`config.mk`:
```
export PLATFORM = sky130hd
export DESIGN_NAME = pipe_adder_flat
export DESIGN_NICKNAME = d
export VERILOG_FILES = /design/src/rtl/pipe_adder_pkg.sv /design/src/rtl/pipe_adder_if.sv /design/src/rtl/pipe_adder_chunk_adder.sv /design/src/rtl/pipe_adder.sv /design/src/flat_wrapper.sv
export SDC_FILE = /design/constraint.sdc
export NUM_CORES = 1
export LEC_CHECK = 0
export CAP_MARGIN = 20
export CORE_AREA = 3 3 81 160
export CTS_CLUSTER_SIZE = 28
export DETAILED_ROUTE_END_ITERATION = 16
export DIE_AREA = 0 0 84 163
export GPL_TIMING_DRIVEN = 0
export SLEW_MARGIN = 40
export SYNTH_ARGS = -nofsm -noshare
export SYNTH_HDL_FRONTEND = slang
export SYNTH_SLANG_ARGS = --single-unit
```
`constraint.sdc`:
```
create_clock -name clk -period 4.3 [get_ports clk]
set_input_delay 0.43 -clock clk [delete_from_list [all_inputs] [get_ports clk]]
set_output_delay 0.43 -clock clk [all_outputs]
set_load 0.01 [all_outputs]
```
`src/rtl/pipe_adder_pkg.sv`:
```
// Shared definitions for the pipelined add/subtract unit.
//   stage_ctrl_t : width-independent control part of one pipeline stage record
//                  (valid, carry into the next chunk, MSBs of A and B').
//   nstages()    : number of pipeline stages (= latency in cycles).
//   cfg_ok()     : legality of a WIDTH/CHUNK pair, checked at elaboration.
package pipe_adder_pkg;

  typedef struct packed {
    logic valid;
    logic carry;
    logic a_msb;
    logic b_msb;
  } stage_ctrl_t;

  function automatic int nstages(input int width, input int chunk);
    return width / chunk;
  endfunction

  function automatic bit cfg_ok(input int width, input int chunk);
    return (chunk >= 1) && (width >= 2) && ((width % chunk) == 0);
  endfunction

endpackage

```
`src/rtl/pipe_adder_if.sv`:
```
// Operand/result bundle interface of pipe_adder.
//   Producer side : in_valid, in_ready, in_a, in_b, in_cin, in_sub
//   Consumer side : out_valid, out_ready, out_sum, out_cout, out_ovf, out_zero
//   master        : the block driving operands and consuming results
//   slave         : the adder itself
//
// Handshake: a transfer happens on a rising clock edge where valid && ready
// are both 1. A source holds its data stable while valid=1 and ready=0; the
// adder's out_* never change while out_valid=1 and out_ready=0. in_ready may
// depend combinationally on out_valid/out_ready, but never on in_valid.
interface pipe_adder_if #(
  parameter int WIDTH = 16
);

  logic             in_valid;
  logic             in_ready;
  logic [WIDTH-1:0] in_a;
  logic [WIDTH-1:0] in_b;
  logic             in_cin;
  logic             in_sub;

  logic             out_valid;
  logic             out_ready;
  logic [WIDTH-1:0] out_sum;
  logic             out_cout;
  logic             out_ovf;
  logic             out_zero;

  modport master (
    output in_valid, in_a, in_b, in_cin, in_sub, out_ready,
    input  in_ready, out_valid, out_sum, out_cout, out_ovf, out_zero
  );

  modport slave (
    input  in_valid, in_a, in_b, in_cin, in_sub, out_ready,
    output in_ready, out_valid, out_sum, out_cout, out_ovf, out_zero
  );

endinterface

```
`src/rtl/pipe_adder_chunk_adder.sv`:
```
// Combinational CHUNK-bit ripple-carry adder; one instance per pipeline stage.
//   a, b : CHUNK-bit addends
//   cin  : carry in
//   sum  : CHUNK-bit sum
//   cout : carry out of the top bit
module pipe_adder_chunk_adder #(
  parameter int CHUNK = 4
) (
  input  logic [CHUNK-1:0] a,
  input  logic [CHUNK-1:0] b,
  input  logic             cin,
  output logic [CHUNK-1:0] sum,
  output logic             cout
);

  // c[i] is the carry into bit i; c[CHUNK] leaves the chunk.
  logic [CHUNK:0] c;

  always_comb begin
    c    = '0;
    sum  = '0;
    c[0] = cin;
    for (int i = 0; i < CHUNK; i++) begin
      sum[i]   = a[i] ^ b[i] ^ c[i];
      c[i + 1] = (a[i] & b[i]) | (c[i] & (a[i] ^ b[i]));
    end
  end

  assign cout = c[CHUNK];

endmodule

```
`src/rtl/pipe_adder.sv`:
```
// Pipelined WIDTH-bit add/subtract unit with valid/ready on both sides.
// Stage k adds operand bits [k*CHUNK +: CHUNK] plus the carry from stage k-1;
// NSTAGES = WIDTH/CHUNK register stages, the last of which is the out_* set.
//   clk, rst : single clock, synchronous active-high reset
//   bus      : pipe_adder_if slave modport
//              in_a/in_b/in_cin/in_sub operands, in_valid/in_ready handshake
//              out_sum/out_cout/out_ovf/out_zero results, out_valid/out_ready
//   in_sub=1 : A-B (B inverted, carry-in forced to 1, in_cin ignored)
//   out_cout : carry out of the MSB (for subtract, 1 = no borrow)
//   out_ovf  : two's-complement signed overflow
module pipe_adder
  import pipe_adder_pkg::*;
#(
  parameter int WIDTH = 16,
  parameter int CHUNK = 4
) (
  input logic        clk,
  input logic        rst,
  pipe_adder_if.slave bus
);

  localparam int NSTAGES = nstages(WIDTH, CHUNK);
  // At least one entry so the array stays legal for a single-stage build.
  localparam int NREG    = (NSTAGES > 1) ? NSTAGES - 1 : 1;

  // Per-stage record. sum_lo collects finished chunks in place; a_hi/b_hi
  // shift right by CHUNK per stage so the next chunk is always at bit 0.
  typedef struct packed {
    stage_ctrl_t      ctrl;
    logic [WIDTH-1:0] sum_lo;
    logic [WIDTH-1:0] a_hi;
    logic [WIDTH-1:0] b_hi;
  } stage_t;

  if (!cfg_ok(WIDTH, CHUNK)) begin : g_cfg_check
    $error("pipe_adder: WIDTH must be >= 2 and a multiple of CHUNK");
  end

  logic             adv;
  logic [WIDTH-1:0] b_eff;
  stage_t           head;
  stage_t           last;
  stage_t           src    [NSTAGES];
  stage_t           nxt    [NSTAGES];
  stage_t           pipe_q [NREG];

  // The whole pipeline moves in lock-step; it only stalls when a finished
  // result is waiting and the consumer refuses it. Bubbles are kept in place.
  assign adv          = !bus.out_valid || bus.out_ready;
  assign bus.in_ready = adv;

  assign b_eff = bus.in_sub ? ~bus.in_b : bus.in_b;

  always_comb begin
    head            = '0;
    head.ctrl.valid = bus.in_valid;
    head.ctrl.carry = bus.in_sub | bus.in_cin;
    head.ctrl.a_msb = bus.in_a[WIDTH-1];
    head.ctrl.b_msb = b_eff[WIDTH-1];
    head.a_hi       = bus.in_a;
    head.b_hi       = b_eff;
  end

  for (genvar k = 0; k < NSTAGES; k++) begin : g_stage
    logic [CHUNK-1:0] s;
    logic             co;
    stage_t           n;

    if (k == 0) begin : g_head
      assign src[k] = head;
    end else begin : g_link
      assign src[k] = pipe_q[k-1];
    end

    pipe_adder_chunk_adder #(
      .CHUNK (CHUNK)
    ) u_add (
      .a    (src[k].a_hi[CHUNK-1:0]),
      .b    (src[k].b_hi[CHUNK-1:0]),
      .cin  (src[k].ctrl.carry),
      .sum  (s),
      .cout (co)
    );

    always_comb begin
      n                            = src[k];
      n.sum_lo[k*CHUNK +: CHUNK]   = s;
      n.ctrl.carry                 = co;
      n.a_hi                       = src[k].a_hi >> CHUNK;
      n.b_hi                       = src[k].b_hi >> CHUNK;
    end

    assign nxt[k] = n;
  end

  assign last = nxt[NSTAGES-1];

  always_ff @(posedge clk) begin
    if (rst) begin
      for (int i = 0; i < NREG; i++) begin
        pipe_q[i] <= '0;
      end
      bus.out_valid <= 1'b0;
      bus.out_sum   <= '0;
      bus.out_cout  <= 1'b0;
      bus.out_ovf   <= 1'b0;
    end else if (adv) begin
      for (int i = 0; i < NSTAGES - 1; i++) begin
        pipe_q[i] <= nxt[i];
      end
      bus.out_valid <= last.ctrl.valid;
      bus.out_sum   <= last.sum_lo;
      bus.out_cout  <= last.ctrl.carry;
      // Same-sign operands whose result sign differs have overflowed.
      bus.out_ovf   <= (last.ctrl.a_msb == last.ctrl.b_msb) &&
                       (last.sum_lo[WIDTH-1] != last.ctrl.a_msb);
    end
  end

  assign bus.out_zero = (bus.out_sum == '0);

endmodule
```
`src/flat_wrapper.sv`:
```
// flat-port wrapper written by rule: the top's interface ports become plain ports
module pipe_adder_flat import pipe_adder_pkg::*;
#(
  parameter int WIDTH = 16,
  parameter int CHUNK = 4
)
  (clk, rst, bus_in_valid, bus_in_a, bus_in_b, bus_in_cin, bus_in_sub, bus_out_ready, bus_in_ready, bus_out_valid, bus_out_sum, bus_out_cout, bus_out_ovf, bus_out_zero);
  pipe_adder_if #(.WIDTH(WIDTH)) bus_i ();
  input logic clk;
  input logic rst;
  input wire logic [$bits(bus_i.in_valid)-1:0] bus_in_valid;
  input wire logic [$bits(bus_i.in_a)-1:0] bus_in_a;
  input wire logic [$bits(bus_i.in_b)-1:0] bus_in_b;
  input wire logic [$bits(bus_i.in_cin)-1:0] bus_in_cin;
  input wire logic [$bits(bus_i.in_sub)-1:0] bus_in_sub;
  input wire logic [$bits(bus_i.out_ready)-1:0] bus_out_ready;
  output wire logic [$bits(bus_i.in_ready)-1:0] bus_in_ready;
  output wire logic [$bits(bus_i.out_valid)-1:0] bus_out_valid;
  output wire logic [$bits(bus_i.out_sum)-1:0] bus_out_sum;
  output wire logic [$bits(bus_i.out_cout)-1:0] bus_out_cout;
  output wire logic [$bits(bus_i.out_ovf)-1:0] bus_out_ovf;
  output wire logic [$bits(bus_i.out_zero)-1:0] bus_out_zero;
  assign bus_i.in_valid = bus_in_valid;
  assign bus_i.in_a = bus_in_a;
  assign bus_i.in_b = bus_in_b;
  assign bus_i.in_cin = bus_in_cin;
  assign bus_i.in_sub = bus_in_sub;
  assign bus_i.out_ready = bus_out_ready;
  assign bus_in_ready = bus_i.in_ready;
  assign bus_out_valid = bus_i.out_valid;
  assign bus_out_sum = bus_i.out_sum;
  assign bus_out_cout = bus_i.out_cout;
  assign bus_out_ovf = bus_i.out_ovf;
  assign bus_out_zero = bus_i.out_zero;
  pipe_adder #(.WIDTH(WIDTH), .CHUNK(CHUNK)) u_core (.clk(clk), .rst(rst), .bus(bus_i));
endmodule
```
======== Word level (Yosys, flattened, before mapping) ========
Memory sizes are Yosys's and may differ from the RTL's.
Index checks and enable logic that the tools add are counted.
W data, S select, Z words.
operators by class
  equal/unequal tests ..................... 2
  reductions and logical operators ........ 4
  bitwise operators ....................... 85
  muxes and demuxes ....................... 9
operator list
  cell                 number
  $mux W44             3
  $and A1 B1 Y1        32
  $xor A1 B1 Y1        32
  $or A1 B1 Y1         20
  $logic_not A16 Y1    1
  $mux W16             1
  $not A16 Y16         1
  $mux W1              5
  $eq A1 B1 Y1         1
  $logic_and A1 B1 Y1  1
  $logic_not A1 Y1     1
  $logic_or A1 B1 Y1   1
  $ne A1 B1 Y1         1
word-level totals
  flip-flop bits (word level) ............. 19
  RAM bits ................................ 132
  input bits .............................. 38
  logic and storage cells ................. 105
  memories ................................ 1
  output and inout port bits .............. 21
memories
  name           words  width  read ports  clocked after memory_dff  write ports  line              text
  u_core.pipe_q  3      44     3           0                         3            pipe_adder.sv:45  stage_t pipe_q [NREG];

======== Depth between registers and ports, before layout ========
Gate-level depths: netlist (run 1).
  depth in word-level cells ............... 12
  depth in mapped cells ................... 11

======== Cells and area by module ========
Synthesis (run 1) repeated with hierarchy kept, for this count alone.
second synthesis, totals
  cell total of the unflattened synthesis .. 331
  area total of the unflattened synthesis .. 4,337.9 µm²
modules (own cells, without submodules)
  module                  cells an instance  area each (µm²)  times used
  pipe_adder              275                3,867.5          1
  pipe_adder_chunk_adder  14                 117.6            4

======== Worst setup path before layout (run 1) ========
OpenSTA, ideal clock, no wires.
  path kind ............................... in2reg
  start point ............................. input rst
  end point ............................... memory u_core.pipe_q[0][0] (netlist bit), enable pin
  required time ........................... 3,851 ps
  data arrival time ....................... 2,695 ps
  cell stages on the path ................. 2
  buffers on the path ..................... 1
  path slack .............................. 1,156 ps
  cells stage by stage .................... buf_1 > nand2b_1
RTL lines
  element             line                text
  start: declaration  flat_wrapper.sv:10  input logic rst;
  end: declaration    pipe_adder.sv:45

==> results of run 1 <==
-- per-stage QoR --
step	setup WS [ps]	cells	TNS, ps	area, sq um
floorplan	1160	315	0	4150
global placement	-147	517	-11000	4900
detailed placement	1320	518	0	4930
CTS	1490	534	0	5220
global route	1390	534	0	5220
finish	1520	534	0	5220
-- worst min-delay path by stage --
| stage | start | end |
|---|---|---|
| 3_3_place_gp | u_core.bus.out_ovf$_SDFFE_PP0P_ | u_core.bus.out_ovf$_SDFFE_PP0P_ |
| 6_report | u_core.bus.out_ovf$_SDFFE_PP0P_ | u_core.bus.out_ovf$_SDFFE_PP0P_ |
| 4_1_cts | u_core.bus.out_ovf$_SDFFE_PP0P_ | u_core.bus.out_ovf$_SDFFE_PP0P_ |
| 5_1_grt | u_core.bus.out_sum[5]$_SDFFE_PP0P_ | u_core.bus.out_sum[5]$_SDFFE_PP0P_ |
| 2_1_floorplan | u_core.pipe_q[0][131]$_SDFFCE_PN0P_ | u_core.bus.out_valid$_SDFFE_PP0P_ |
| 3_5_place_dp | u_core.bus.out_ovf$_SDFFE_PP0P_ | u_core.bus.out_ovf$_SDFFE_PP0P_ |
-- placed cells by master, fill, tap and decap left out, types with 2 or more instances in the layout --
cell             count
a211oi_2             3
a21oi_1             15
and2_1              58
buf_2                7
buf_4                3
clkbuf_1             5
clkbuf_16            9
clkdlybuf4s50_1     57
clkinv_2             2
clkinvlp_4           2
dfxtp_1             19
edfxtp_1            78
fa_1                16
inv_1               26
nand2_1             29
nor2_1              26
nor4_1               4
xnor2_1             14
xor2_1               3
-- cells by family (layout without fill, tap and decap cells) --
logic type	count (synthesis)	after routing	share of synthesized area, %
XOR/XNOR	17	17	3.59
AND/OR/NAND/NOR	123	123	15.5
adder cells (fa/ha/maj)	17	17	8.02
AO/OA/AOI/OAI	18	18	2.71
buffers and inverters	43	117	4.55
flip-flops	97	97	65.6
-- flip-flops by register name, summed over array words and instances (netlist names) --
name and flops:
u_core.bus.out_ovf 1, u_core.bus.out_valid 1, u_core.bus.out_cout 1, u_core.pipe_q 78
u_core.bus.out_sum 16
-- power by group through the flow --
stage	clock, uW	sequential [uW]	combinational [uW]
6_report	764	1110	195
3_3_place_gp	0	1130	195
4_1_cts	781	1110	201
2_1_floorplan	0	1130	105
3_5_place_dp	0	1130	201
5_1_grt	822	1110	221
-- layer usage --
| metal | vias to the layer above | wire (um) | GRT usage (%) |
|---|---|---|---|
| li1 | 1160 | - | - |
| met1 | 1061 | 2170 | 8.57 |
| met2 | 63 | 3900 | 20.7 |
| met3 | 13 | 278 | 2.48 |
| met4 | 0 | 245 | 6.66 |
| met5 | - | 0 | 0 |
-- final cells by class --
type                       instances  area, sq um  share of cell area, %
sequential                        97         2720                   52.2
inverter                          27          101                   1.94
multi-input combinational        175         1240                   23.8
timing repair buffer              58          591                   11.3
buffer                            16         87.6                   1.68
clock buffer                      10          229                   4.39
tap                              145          181                   3.48
clock inverter                     6         58.8                   1.13
-- critical path: stages, from the launching register on --
cell	delay (ps)
edfxtp_1	410
fa_1	440
inv_1	90
fa_1	170
inv_1	50
fa_1	430
inv_1	90
fa_1	430
xor2_1	160
or3_1	300
a21oi_1	130
==> metrics, run 1 <==
Total Routed Length=roughly 6600 um; FF-to-FF setup slack=between 1500 and 2000 ps; Post-Syn Area=4150 sq um; clk sinks=97; Area Overhead vs Synth=25.7%; Async SR Flop Fraction=0%; Final HPWL DP=approximately 5000 um; Initial DRC Count=around 120; Initial Util=approximately a third; sequential fraction of the synthesis area=65.6%; DR WL/cell=approximately 12 um; Least-Margin Pin Slew=roughly 520 ps; GRT Util Overall=between 10% and 20%; Layout Skew=4.31 ps; Die Area=13700 sq um; status=finished clean; Post-synth EDFFs=78; sequential power share=53.6%; 1st-pass router iterations=4; GRT overflow=0; Cells after Synth=~320; Setup Buffers After CTS=0; area share of the leading cell type in the synthesized netlist=56.5%; clock-pin slew of the registers on the worst-case setup and hold paths=roughly 60 ps; DRC violations left=0; Clock Latency Late Sink=330 ps; fin crit share=~65%; initial antenna violation count=0; Critical Path AT=3040 ps; io pins=59; area leader, netlist=edfxtp_1; Max Fclk=0.359 GHz; fillers=roughly 1100; max-slew violation count=0; critical path type=register to register; Combinational Power Share=9.4%; TritonCTS clock tree=yes; syn_nets=370; Leak=about 0.002 uW; vias in the first global route=between 2000 and 2500; r2r startpoint=u_core.pipe_q[0][100]$_SDFFCE_PN0P_; max_cap viols=0; Critical Path RT=approximately 4600 ps; CP max FO=2; core area=11800 sq um; R2R depth=10; dominant cells by area after synthesis=edfxtp_1 56%, dfxtp_1 9.2%, and2_1 8.7%; RSZ-0062 raised after global routing=false; nets=around 440; reg2reg end=u_core.bus.out_ovf$_SDFFE_PP0P_; Hold Crit Depth=2; fin util=about 44%; final setup vio count=0; Design Power=a little over 2000 uW; drt via density=4.30; antenna-violating nets left=0; ant diodes=0; largest net degree at the start of global routing=47; die width=~84 um; worst min path class=register to register; most frequent cell after synthesis=edfxtp_1; Hold-fix buffers, CTS=0; Max-Slew Margin vs Limit=64.9%; synth unique cells=24; die height=roughly 160 um; root buffer cell=clkbuf_16; CP startpoint kind=register; CP Capture Point=u_core.bus.out_ovf$_SDFFE_PP0P_; via count=roughly 2300; share of cells above drive strength 1=under 10%; Setup crit end kind=register; clock network fraction of design power=37.0%; Final min period=2780 ps; Net Sw Power=426 uW; Synth Area per Inst=about 13 sq um; Setup crit start=u_core.pipe_q[0][100]$_SDFFCE_PN0P_; post-CTS sizing=0; worst vdd ir=approximately 220 uV; Placer Congestion=~0.74; Net Sw Frac=20.6%; Final Hold Fails=0; CTS max path bufs=2; number of synthesized register bits=97; Yosys Warn Count=0; CTS HTree Levels=3; cell-internal power=1640 uW; site row count=56; Pwr per Cell Area=roughly 400 nW/um^2; final hold slack=456 ps; count of input and output buffers=57; Top FF cell, synth=edfxtp_1; first-pass GRT wire length=between 10000 and 15000 um; CTS Buf Count=9; most frequent cells after synthesis=78 x edfxtp_1, 58 x and2_1, 29 x nand2_1
Note: power is estimated with default switching activity, not from simulation.
==> run 2, diff against run 1 <==
- clock period: 4.3 -> 2.4 ns (I/O delays scaled with it)
==> run 2 against run 1 <==
Non-clock buffer count up 1. Register-to-register slack lost 1700 ps. Setup slack lost 1700 ps. Largest power group unchanged. Via count rose by 1.4%. Routed wire length fell by 0.92%. Clock power increased by 110%. Die area stayed put. Clock-buffer cell count is 1 higher. Clock skew is 1.8 ps higher. The run now ends with setup timing left. Critical path depth unchanged. First-iteration DRC count fell by 30%. Largest cell class unchanged. Critical endpoint unchanged. Global-route usage down 0.14 points.
==> metrics, run 2 (synthesis gave the netlist of run 1 again) <==
io pins=59 (unchanged); initial antenna violation count=0 (unchanged); first-pass GRT wire length=10700 um (+0.13%); Area Overhead vs Synth=28.0%; sum of negative setup slack=-196 ps (-196 ps); Setup crit end kind=register; status=finished with violations; max FFs per register=78 (unchanged); Initial DRC Count=81 (-30%); Max-Slew Margin vs Limit=64.7% (-0.22 points); critical path type=register to register; max-slew violation count=0 (unchanged); drt via density=4.36 (+1.2%); 1st-pass router iterations=4 (unchanged); die width=84 um (unchanged); DR WL/cell=12.2 um (-1.1%); RSZ-0062 raised after global routing=true; Setup crit start=u_core.pipe_q[0][130]$_SDFFCE_PN0P_; Hold-fix buffers, CTS=0 (unchanged); share of cells above drive strength 1=12.1% (+3.6 points); nets=440 (+0.23%); vias in the first global route=2439 (+2.3%); Layout Skew=6.16 ps (+1.85 ps); most common cell after layout, fill and taps aside=edfxtp_1; antenna-violating nets left=0 (unchanged); Die Area=13700 sq um (unchanged); CP max FO=2 (unchanged); fin crit share=108% (+43 points); Pwr per Cell Area=740 nW/um^2 (+87%); final setup vio count=1 (+1); root buffer cell=clkbuf_16; Final Hold Fails=0 (unchanged); Final min period=2600 ps (-188 ps); largest registers=u_core.pipe_q x78, u_core.bus.out_sum x16; post-place setup slack=-353 ps (-1670 ps); ant diodes=0 (unchanged); Leak=0.00206 uW (+1.6%); Final HPWL DP=5080 um (+1.0%); Largest Register=u_core.pipe_q; GRT overflow=0 (unchanged); GRT Util Overall=10.2% (-0.14 points); CP startpoint kind=register; site row count=56 (unchanged); Total Routed Length=6540 um (-0.92%); Design Power=3930 uW (+90%); hold wc startpoint=bus_in_sub; Clock Latency Late Sink=330 ps (about the same); CTS max path bufs=2 (unchanged); r2r startpoint=u_core.pipe_q[0][130]$_SDFFCE_PN0P_; Least-Margin Pin Slew=529 ps (+8.14 ps); fin util=44.8% (+0.79 points); Max Fclk=0.385 GHz (+7.2%); worst vdd ir=542 uV (+150%); Critical Path RT=2670 ps (-1890 ps); largest net degree at the start of global routing=41 (-13%); CTS Buf Count=9 (unchanged); Final Cell Area=5310 sq um (+1.8%); CTS HTree Levels=3 (unchanged); Post-DP Area=4960 sq um (+0.63%); core area=11800 sq um (unchanged); max_cap viols=0 (unchanged); failing checks=setup timing; via count=2330 (+1.4%); count of input and output buffers=57 (unchanged); clk sinks=97 (unchanged); clock-pin slew of the registers on the worst-case setup and hold paths=60 ps (about the same); DRC violations left=0 (unchanged); die height=163 um (unchanged); Placer Congestion=0.749 (+0.84%); TritonCTS clock tree=yes; final worst slack=-196 ps (-1710 ps); worst min path class=primary input to register; commonest cells after routing, fill and taps aside=78 x edfxtp_1, 58 x and2_1, 57 x clkdlybuf4s50_1, 29 x nand2_1, 26 x nor2_1; Critical Path AT=2860 ps (-180 ps); Initial Util=35.0% (unchanged)
run 2: per-stage QoR:
stage | hold WS, ps | std cells
after detailed placement | 455 | 518
after global routing | 330 | 535
after CTS | 289 | 535
after floorplan | 433 | 315
final | 296 | 535
after global placement | 448 | 517
run 2: path summary, 6_finish.rpt:
kind / end / slack (ps) / cells past startpoint
min reg2reg: u_core.bus.out_sum[11]$_SDFFE_PP0P_ / 470 / 2
max: u_core.bus.out_ovf$_SDFFE_PP0P_ / -200 / 10
min: u_core.pipe_q[0][0]$_SDFFCE_PN0P_ / 300 / 3
max reg2reg: u_core.bus.out_ovf$_SDFFE_PP0P_ / -200 / 10
run 2: area by class of cell:
cell class | count | area, sq um
plain buffers | 16 | 101
clock buffers | 11 | 233
clock inverters | 5 | 104
fillers | 1090 | 6530
inverters | 27 | 101
multi-input cells | 175 | 1270
flip-flops and latches | 97 | 2720
well taps | 145 | 181
repair buffers | 59 | 598
run 2: worst max-delay path, stage by stage, from the launching register on:
cell      delay [ps]
edfxtp_1         410
fa_2             400
inv_2             70
fa_2             190
inv_2             40
fa_2             340
inv_2             60
fa_1             430
xor2_1           170
or3_1            320
a21oi_2          110
run 2: per-layer routing:
metal / part of all wire (%) / track usage, %
met1: 33 / 8.66
met2: 59 / 20.3
met3: 3.4 / 1.92
met4: 4.1 / 7.25
met5: 0 / 0
run 2: timing repair:
action / 4_1_cts / 5_1_grt
buffers inserted: 1 / 0
hold endpoints to repair: 0 / 0
setup endpoints to repair: 1 / 5
pin swaps: 1 / 1
gates resized for setup: 0 / 5
run 2: where the power goes:
group	switching (uW)	leakage (uW)	internal, uW
combinational	158	0.000822	203
sequential	39.6	0.00108	1950
clock	566	0.000164	1020
==> run 3, diff against run 2 <==
- clock period: 2.4 -> 2.79 ns (I/O delays scaled with it)
==> run 3 against run 2 <==
The run now ends clean. First-iteration DRC count up 67%. Non-clock buffer count rose by 1. Largest power group unchanged. Critical path depth stayed put. Register-to-register slack improved by 360 ps. Worst hold slack improved by 140 ps.
==> metrics, run 3 (synthesis gave the netlist of run 1 again) <==
max_cap viols=0 (unchanged); die width=84 um (unchanged); hold wc startpoint=bus_in_sub; post-place setup slack=-49.9 ps (+303 ps); final setup vio count=0 (-1); Max Fclk=0.381 GHz (-1.1%); Clock Latency Late Sink=330 ps (about the same); CTS max path bufs=2 (unchanged); Critical Path RT=3050 ps (+380 ps); via count=2336 (+0.26%); DR WL/cell=12.1 um (-1.3%); Setup crit end kind=register; max FFs per register=78 (unchanged); Final HPWL DP=5060 um (-0.44%); critical path type=register to register; fin crit share=94.1% (-14 points); most common cell after layout, fill and taps aside=edfxtp_1; clock-pin slew of the registers on the worst-case setup and hold paths=60 ps (about the same); TritonCTS clock tree=yes; DRC violations left=0 (unchanged); Max-Slew Margin vs Limit=63.7% (-1.0 points); Die Area=13700 sq um (unchanged); Layout Skew=5.51 ps (-0.650 ps); fillers=1135 (+4.1%); CTS HTree Levels=3 (unchanged); Setup crit start=u_core.pipe_q[0][130]$_SDFFCE_PN0P_; ant diodes=0 (unchanged); root buffer cell=clkbuf_16; CTS Buf Count=9 (unchanged); clk sinks=97 (unchanged); Final min period=2620 ps (+28.0 ps); final worst slack=166 ps (+362 ps); Placer Congestion=0.711 (-5.0%); io pins=59 (unchanged); status=finished clean; Largest Register=u_core.pipe_q; r2r startpoint=u_core.pipe_q[0][130]$_SDFFCE_PN0P_; Critical Path AT=2890 ps (+30 ps); worst min path class=primary input to register; Total Routed Length=6470 um (-1.1%); count of input and output buffers=57 (unchanged); vias in the first global route=2363 (-3.1%); 1st-pass router iterations=4 (unchanged); Initial Util=35.0% (unchanged); fin util=44.0% (-0.80 points); commonest cells after routing, fill and taps aside=78 x edfxtp_1, 58 x and2_1, 57 x clkdlybuf4s50_1, 29 x nand2_1, 26 x nor2_1; initial antenna violation count=0 (unchanged); site row count=56 (unchanged); share of cells above drive strength 1=9.97% (-2.1 points); GRT Util Overall=10.2% (-0.023 points); Leak=0.00203 uW (-1.8%); Final Hold Fails=0 (unchanged); drt via density=4.36 (about the same); core area=11800 sq um (unchanged); CP startpoint kind=register; die height=163 um (unchanged); first-pass GRT wire length=10700 um (+0.13%); antenna-violating nets left=0 (unchanged); GRT overflow=0 (unchanged); Design Power=3090 uW (-21%); Area Overhead vs Synth=25.7%; CP max FO=2 (unchanged); Pwr per Cell Area=593 nW/um^2 (-20%); nets=441 (+0.23%); Least-Margin Pin Slew=544 ps (+15.0 ps); RSZ-0062 raised after global routing=false; max-slew violation count=0 (unchanged); largest registers=u_core.pipe_q x78, u_core.bus.out_sum x16; Initial DRC Count=135 (+67%); worst vdd ir=331 uV (-39%); largest net degree at the start of global routing=42 (+2.4%)
run 3: layout make-up:
cell class / count / area (sq um) / share of cell area, %
inverters: 27 / 101 / 1.94
well taps: 145 / 181 / 3.48
plain buffers: 16 / 87.6 / 1.68
multi-input cells: 175 / 1250 / 24.0
flip-flops and latches: 97 / 2720 / 52.2
clock inverters: 7 / 37.5 / 0.720
clock buffers: 9 / 225 / 4.32
repair buffers: 60 / 606 / 11.6
run 3: through the flow:
stage	TNS [ps]	cells	hold WS (ps)	instance area, sq um
global placement	-26800	517	444	4900
CTS	0	535	435	5200
floorplan	0	315	433	4150
finish	0	536	436	5210
global route	0	536	460	5210
detailed placement	-78.1	518	446	4930
run 3: report_power, final:
part,internal [uW],switching (uW)
sequential,1670,33.4
clock,592,487
combinational,171,133
run 3: repair_timing:
action                     CTS  global route
resized for setup            2             3
setup endpoints to repair    1             1
hold buffers                 0             0
setup buffers                1             1
pin swaps                    1             3
run 3: metal layers:
layer  share of wire [%]  up-vias  track usage, %
met2                  60       57            20.2
li1                    -     1169               -
met5                   0        -               0
met1                  33     1096            9.11
met4                 3.3        0            6.15
met3                 4.0       14            2.03
run 3: critical path, cell delays in order (launching register included):
cell and delay (ps):
edfxtp_1 400, fa_2 400, inv_2 70, fa_1 160, inv_1 50, fa_2 340
inv_2 60, fa_1 440, xor2_1 160, or3_1 320, a21oi_2 130
run 3: final timing paths:
kind                                                     endpoint  slack [ps]  depth (start not counted)
worst max-delay path              u_core.bus.out_ovf$_SDFFE_PP0P_         170                         10
worst min-delay path            u_core.pipe_q[0][0]$_SDFFCE_PN0P_         440                          3
worst max register to register    u_core.bus.out_ovf$_SDFFE_PP0P_         170                         10
worst min register to register    u_core.bus.out_ovf$_SDFFE_PP0P_         460                          2
